### config.mk
export PLATFORM = sky130hd
export DESIGN_NAME = ring_counter
export DESIGN_NICKNAME = d
export VERILOG_FILES = /design/src/rtl/ring_counter.sv
export SDC_FILE = /design/constraint.sdc
export NUM_CORES = 1
export LEC_CHECK = 0
export CORE_AREA = 2 2 39 41
export DETAILED_ROUTE_END_ITERATION = 8
export DIE_AREA = 0 0 41 43
export SLEW_MARGIN = 0
export SYNTH_ARGS = -nofsm -noshare
export SYNTH_HDL_FRONTEND = slang
export SYNTH_SLANG_ARGS = --single-unit
export TNS_END_PERCENT = 20
### constraint.sdc
create_clock -name clk -period 3.7 [get_ports clk]
set_input_delay 1.11 -clock clk [delete_from_list [all_inputs] [get_ports clk]]
set_output_delay 1.11 -clock clk [all_outputs]
set_load 0.01 [all_outputs]
### src/rtl/ring_counter.sv
// One-hot ring counter: a single token bit rotates through WIDTH stages,
// with parallel load, direction select, one-hot integrity flag, optional
// self-correction to RESET_VALUE, and a registered wrap pulse.
module ring_counter #(
    parameter int               WIDTH        = 4,
    parameter logic [WIDTH-1:0] RESET_VALUE  = {1'b1, {(WIDTH-1){1'b0}}},
    parameter bit               SELF_CORRECT = 1'b1
) (
    input  logic             clk,
    input  logic             init_n,
    input  logic             en,
    input  logic             dir,
    input  logic             load,
    input  logic [WIDTH-1:0] load_data,
    output logic [WIDTH-1:0] count,
    output logic             onehot_ok,
    output logic             wrap
);

    localparam logic [WIDTH-1:0] ONE = {{(WIDTH-1){1'b0}}, 1'b1};

    logic [WIDTH-1:0] count_q, count_d;
    logic             wrap_q, wrap_d;
    logic [WIDTH-1:0] rot_r, rot_l;

    // Both rotation candidates; dir picks one at the enabled edge.
    always_comb begin
        rot_r = {count_q[0], count_q[WIDTH-1:1]};
        rot_l = {count_q[WIDTH-2:0], count_q[WIDTH-1]};
    end

    // Exactly one bit set: nonzero and clearing the lowest set bit leaves zero.
    always_comb begin
        onehot_ok = (count_q != '0) && ((count_q & (count_q - ONE)) == '0);
    end

    // Next-state: load beats enable; a corrupted ring is either recovered
    // (not counted as a rotation, so no wrap) or rotated as-is.
    always_comb begin
        count_d = count_q;
        wrap_d  = 1'b0;
        if (load) begin
            count_d = load_data;
        end else if (en) begin
            if (SELF_CORRECT && !onehot_ok) begin
                count_d = RESET_VALUE;
            end else begin
                count_d = dir ? rot_l : rot_r;
                wrap_d  = ((dir ? rot_l : rot_r) == RESET_VALUE);
            end
        end
    end

    // State registers with synchronous active-low initialise.
    always_ff @(posedge clk) begin
        if (!init_n) begin
            count_q <= RESET_VALUE;
            wrap_q  <= 1'b0;
        end else begin
            count_q <= count_d;
            wrap_q  <= wrap_d;
        end
    end

    assign count = count_q;
    assign wrap  = wrap_q;

endmodule

==> flow_metrics.tcl, run 1 <==
set metrics [dict create \
    status "complete, no violations" \
    pre_cts_ws_ns 1.18 \
    gp_congestion 0.717 \
    start_util_pct 25.8 \
    setup_tns_ns 0 \
    grt_pass1_vias 370 \
    drt-initial-drc-count 16 \
    gr-total-overflow 0 \
    dp_cells 72 \
    synth_nets 54 \
    cp_data_required_time_ns 2.59 \
    io_pins 15 \
    worstSkewPairLatency_ns 0.25 \
    tritoncts "built" \
    hold_ws_ns 0.655 \
    wl_per_cell_um 11.9 \
    nets 70 \
    ys_warn_count 0 \
    maxSlewViolCount 0 \
    worstPathMaxFanout 10 \
    vias 376 \
    grt_antenna_before_repair 0 \
    grt_pass1_wl_um 1520 \
    drive_gt1_share_pct 5.00 \
    htreeDepth 1 \
    dp.final_hpwl_um 659 \
    core_area_mm2 0.00138 \
    fmax_mhz 356 \
    r2r_slack_ns 2.43 \
    crit_path_end_kind "output port" \
    power.density_mw_per_mm2 337 \
    p_leak_nw 0.188 \
    post-cts-setup-buffers 0 \
    ys_seq_area_share_pct 28.1 \
    hold_class "reg2reg" \
    worstPathArrival_ns 1.70 \
    netlist_instances 45 \
    postSynthRegisterBits 5 \
    synth.distinct_cells 22 \
    rsz0062_at_grt "no" \
    area_growth_pct 46.7 \
    cts_resized 0 \
    ant_nets 0 \
    path_class "reg2out" \
    cts_hold_buf 0 \
    die_area_mm2 0.00176 \
    row_count 14 \
    peakVddDrop_v 0.000155 \
    cts_buffer_depth 2 \
    fin_worst_skew_ns 0.00165 \
    drc 0 \
    setup_viol 0 \
    drt_wl_total_um 907 \
    routed_via_density 4.95 \
    finalCritPeriodShare_pct 75.9 \
    crit_path_start_kind "register" \
    die_w_um 41 \
    final_core_utilization_pct 37.8 \
    syn_area_um2 357 \
    fp.dieH_um 43 \
    setup_ws_ns 0.893 \
    cts_inserted_buffers 3 \
    period_needed_ns 2.81 \
    tightest_slew_ns 0.342 \
    finalNonFillerCells 76 \
    path_clk_slew_ns 0.05 \
    grt_max_degree 11 \
    grt_use_total_pct 12.8 \
    drv_cap 0 \
    antenna_cells 0 \
    syn_avg_cell_area_um2 7.92 \
    n_fill_cell 144 \
    drt_pass1_iterations 4 \
    cts_sinks 5 \
    port_buffers 14 \
    hold_viol 0 \
    relSlewSlack_pct 77.2 \
    cts_root_buf "clkbuf_4" \
]
## kinds of logic after synthesis
logic type	Yosys count	share of synthesized area [%]
AOI/OAI and AO/OA	17	32.3
and+or+nand+nor	17	29.5
DFF	5	28.1
buffers and inverters	5	7.72
xor gates and xnor gates	1	2.46
## per-stage QoR
stage	total power (W)	instance area (um^2)
4_1_cts	0.000181	523
5_1_grt	0.000189	523
3_5_place_dp	0.000111	497
3_3_place_gp	0.000111	497
6_report	0.000176	523
2_1_floorplan	0.0000898	357
## cells in the mapped netlist
cell | number | area (um^2)
a21oi_1 | 4 | 20.0
a221o_1 | 1 | 10.0
a22oi_1 | 3 | 22.5
a32oi_1 | 1 | 8.76
and3b_1 | 2 | 17.5
buf_2 | 1 | 5.00
buf_6 | 1 | 11.3
clkbuf_1 | 1 | 3.75
dfxtp_1 | 5 | 100
inv_1 | 2 | 7.51
nand2_1 | 1 | 3.75
nand2b_1 | 2 | 12.5
nor2_1 | 4 | 15.0
nor2b_1 | 3 | 18.8
nor3b_1 | 3 | 22.5
nor4b_1 | 1 | 8.76
o21a_1 | 2 | 15.0
o21ai_0 | 1 | 5.00
o22ai_1 | 3 | 18.8
o31ai_1 | 2 | 15.0
or2_0 | 1 | 6.26
xor2_1 | 1 | 8.76
## metal layers
metal	track usage (%)	wire, um
met1	16.5	433
met2	17.2	430
met3	6.28	31
met4	6.00	12
met5	0	0
## state kept, by name (all words and copies together) (netlist names)
| signal | cells |
|---|---|
| count | 4 |
| wrap | 1 |
## layout by cell type (no fill, tap or decap)
master,count
or2_0,1
xor2_1,1
nand2_1,1
o21ai_0,1
nor2_1,4
dfxtp_1,5
a32oi_1,1
o31ai_1,2
clkbuf_4,3
inv_1,2
clkdlybuf4s50_1,14
nor3b_1,3
nand2b_1,2
clkbuf_1,1
nor2b_1,3
and3b_1,2
nor4b_1,1
a22oi_1,3
a21oi_1,4
o22ai_1,3
a221o_1,1
o21a_1,2
## layout make-up
cell class	count	area (um^2)	area share, %
multi-input combinational	35	229	43.8
timing repair buffer	14	140	26.8
tap	16	20.0	3.83
clock buffer	4	26.3	5.02
inverter	2	7.51	1.44
sequential	5	100	19.1
## worst paths after layout
kind              cells after the start                    end             startpoint
setup / recovery                      4              onehot_ok  count[3]$_SDFFE_PN1P_
hold / removal                        2  count[3]$_SDFFE_PN1P_  count[1]$_SDFFE_PN0P_
setup reg to reg                      3  count[3]$_SDFFE_PN1P_  count[3]$_SDFFE_PN1P_
hold reg to reg                       2  count[3]$_SDFFE_PN1P_  count[1]$_SDFFE_PN0P_
## worst max-delay path: stages (launching register included)
cell             delay, ns
dfxtp_1               0.52
xor2_1                0.18
o21a_1                0.13
o21a_1                0.10
clkdlybuf4s50_1       0.52
## power breakdown
group,internal (W),switching (W)
clock network,0.0000410,0.0000251
logic,0.0000283,0.0000177
registers,0.0000571,0.00000731
total,0.000126,0.0000501
Power figures use the tool's default switching activity.
==> inputs of run 2 (changes only) <==
==> constraint.sdc (replaced) <==
create_clock -name clk -period 2.8 [get_ports clk]
set_input_delay 0.84 -clock clk [delete_from_list [all_inputs] [get_ports clk]]
set_output_delay 0.84 -clock clk [all_outputs]
set_load 0.01 [all_outputs]
==> flow_metrics.tcl, run 2 (synthesis results as in run 1) <==
set metrics [dict create \
    hold_class "reg2reg" \
    worstPathArrival_ns 1.70 \
    wl_per_cell_um 11.8 \
    r2r_cells 3 \
    grt_max_degree 11 \
    fp.dieH_um 43 \
    layout.cells.most_common "clkdlybuf4s50_1" \
    crit_path_start_kind "register" \
    period_needed_ns 2.54 \
    drt-initial-drc-count 4 \
    cts_sinks 5 \
    dp.final_hpwl_um 647 \
    status "complete, no violations" \
    path_clk_slew_ns 0.05 \
    nets 70 \
    die_area_mm2 0.00176 \
    grt_pass1_wl_um 1490 \
    htreeDepth 1 \
    cts_resized 0 \
    power_w 0.000237 \
    drc 0 \
    drv_cap 0 \
    grt_pass1_vias 357 \
    routed_via_density 5.08 \
    fmax_mhz 394 \
    crit_path_end_kind "output port" \
    ant_nets 0 \
    rsz0062_at_grt "no" \
    r2r_slack_ns 1.55 \
    finalCritPeriodShare_pct 90.7 \
    drive_gt1_share_pct 5.00 \
    die_w_um 41 \
    r2r_start "count[3]$_SDFFE_PN1P_" \
    core_area_mm2 0.00138 \
    relSlewSlack_pct 78.9 \
    path_class "reg2out" \
    final_cell_mix "14 x clkdlybuf4s50_1, 5 x dfxtp_1, 4 x nor2_1, 4 x a21oi_1" \
    tightest_slew_ns 0.316 \
    worstSkewPairLatency_ns 0.25 \
    area_growth_pct 46.7 \
    port_buffers 14 \
    setup_tns_ns 0 \
    hold_viol 0 \
    cts_hold_buf 0 \
    cp_data_required_time_ns 1.96 \
    grt_use_total_pct 12.6 \
    gp_congestion 0.717 \
    worstHoldStart "count[1]$_SDFFE_PN0P_" \
    drt_wl_total_um 895 \
    post-cts-setup-buffers 0 \
    min_path_cells 2 \
    vias 386 \
    cts_root_buf "clkbuf_4" \
    cts_inserted_buffers 3 \
    start_util_pct 25.8 \
    whs_endpoint "count[3]$_SDFFE_PN1P_" \
    largest_register_ffs 4 \
    grt_antenna_before_repair 0 \
    power.density_mw_per_mm2 453 \
    peakVddDrop_v 0.000126 \
    gr-total-overflow 0 \
    p_leak_nw 0.188 \
    maxSlewViolCount 0 \
    setup_viol 0 \
    fin_worst_skew_ns 0.00212 \
    antenna_cells 0 \
    row_count 14 \
    worstPathMaxFanout 10 \
    tritoncts "built" \
    drt_pass1_iterations 4 \
    cts_buffer_depth 2 \
    reg2reg_to "count[3]$_SDFFE_PN1P_" \
    io_pins 15 \
]
run 2: power by group:
part / total (W) / internal (W) / leakage, nW / switching [W]
combinational: 0.0000610 / 0.0000374 / 0.132 / 0.0000236
sequential: 0.0000848 / 0.0000754 / 0.0411 / 0.00000937
clock: 0.0000912 / 0.0000544 / 0.0150 / 0.0000369
total: 0.000237 / 0.000167 / 0.188 / 0.0000698
run 2: per-stage QoR:
| step | hold WS (ns) | util [%] | std cells | instance area, um^2 | setup WS [ns] |
|---|---|---|---|---|---|
| after floorplan | 0.600 | - | 45 | 357 | 0.980 |
| after global placement | 0.627 | 35.9 | 72 | 497 | 0.541 |
| after detailed placement | 0.637 | 35.9 | 72 | 497 | 0.553 |
| after CTS | 0.653 | 37.8 | 76 | 523 | 0.250 |
| after global routing | 0.687 | 37.8 | 76 | 523 | 0.145 |
| final | 0.661 | 37.8 | 76 | 523 | 0.260 |
run 2: per-layer routing:
metal	routed length, um	global-route usage, %	up-vias
met1	433	16.8	172
met4	18	10.0	0
met5	0	0	-
met3	30	3.14	2
met2	414	16.3	12
li1	-	-	200
run 2: worst max-delay path: stages, from the launching register on:
cell	delay, ns
dfxtp_1	0.50
xor2_1	0.19
o21a_1	0.13
o21a_1	0.10
clkdlybuf4s50_1	0.52
run 2: area by class of cell:
class,instances,area (um^2)
clock buffers,4,26.3
fillers,144,861
repair buffers,14,140
multi-input cells,35,229
inverters,2,7.51
flip-flops and latches,5,100
well taps,16,20.0
run 2: how the worst max path moves through the flow:
stage / cells after the start / end / slack, ns / start
after global placement: 4 / onehot_ok / 0.54 / count[3]$_SDFFE_PN1P_
after detailed placement: 4 / onehot_ok / 0.55 / count[3]$_SDFFE_PN1P_
after CTS: 4 / onehot_ok / 0.25 / count[0]$_SDFFE_PN0P_
after floorplan: 4 / onehot_ok / 0.98 / count[0]$_SDFFE_PN0P_
final: 4 / onehot_ok / 0.26 / count[0]$_SDFFE_PN0P_
after global routing: 4 / onehot_ok / 0.15 / count[3]$_SDFFE_PN1P_
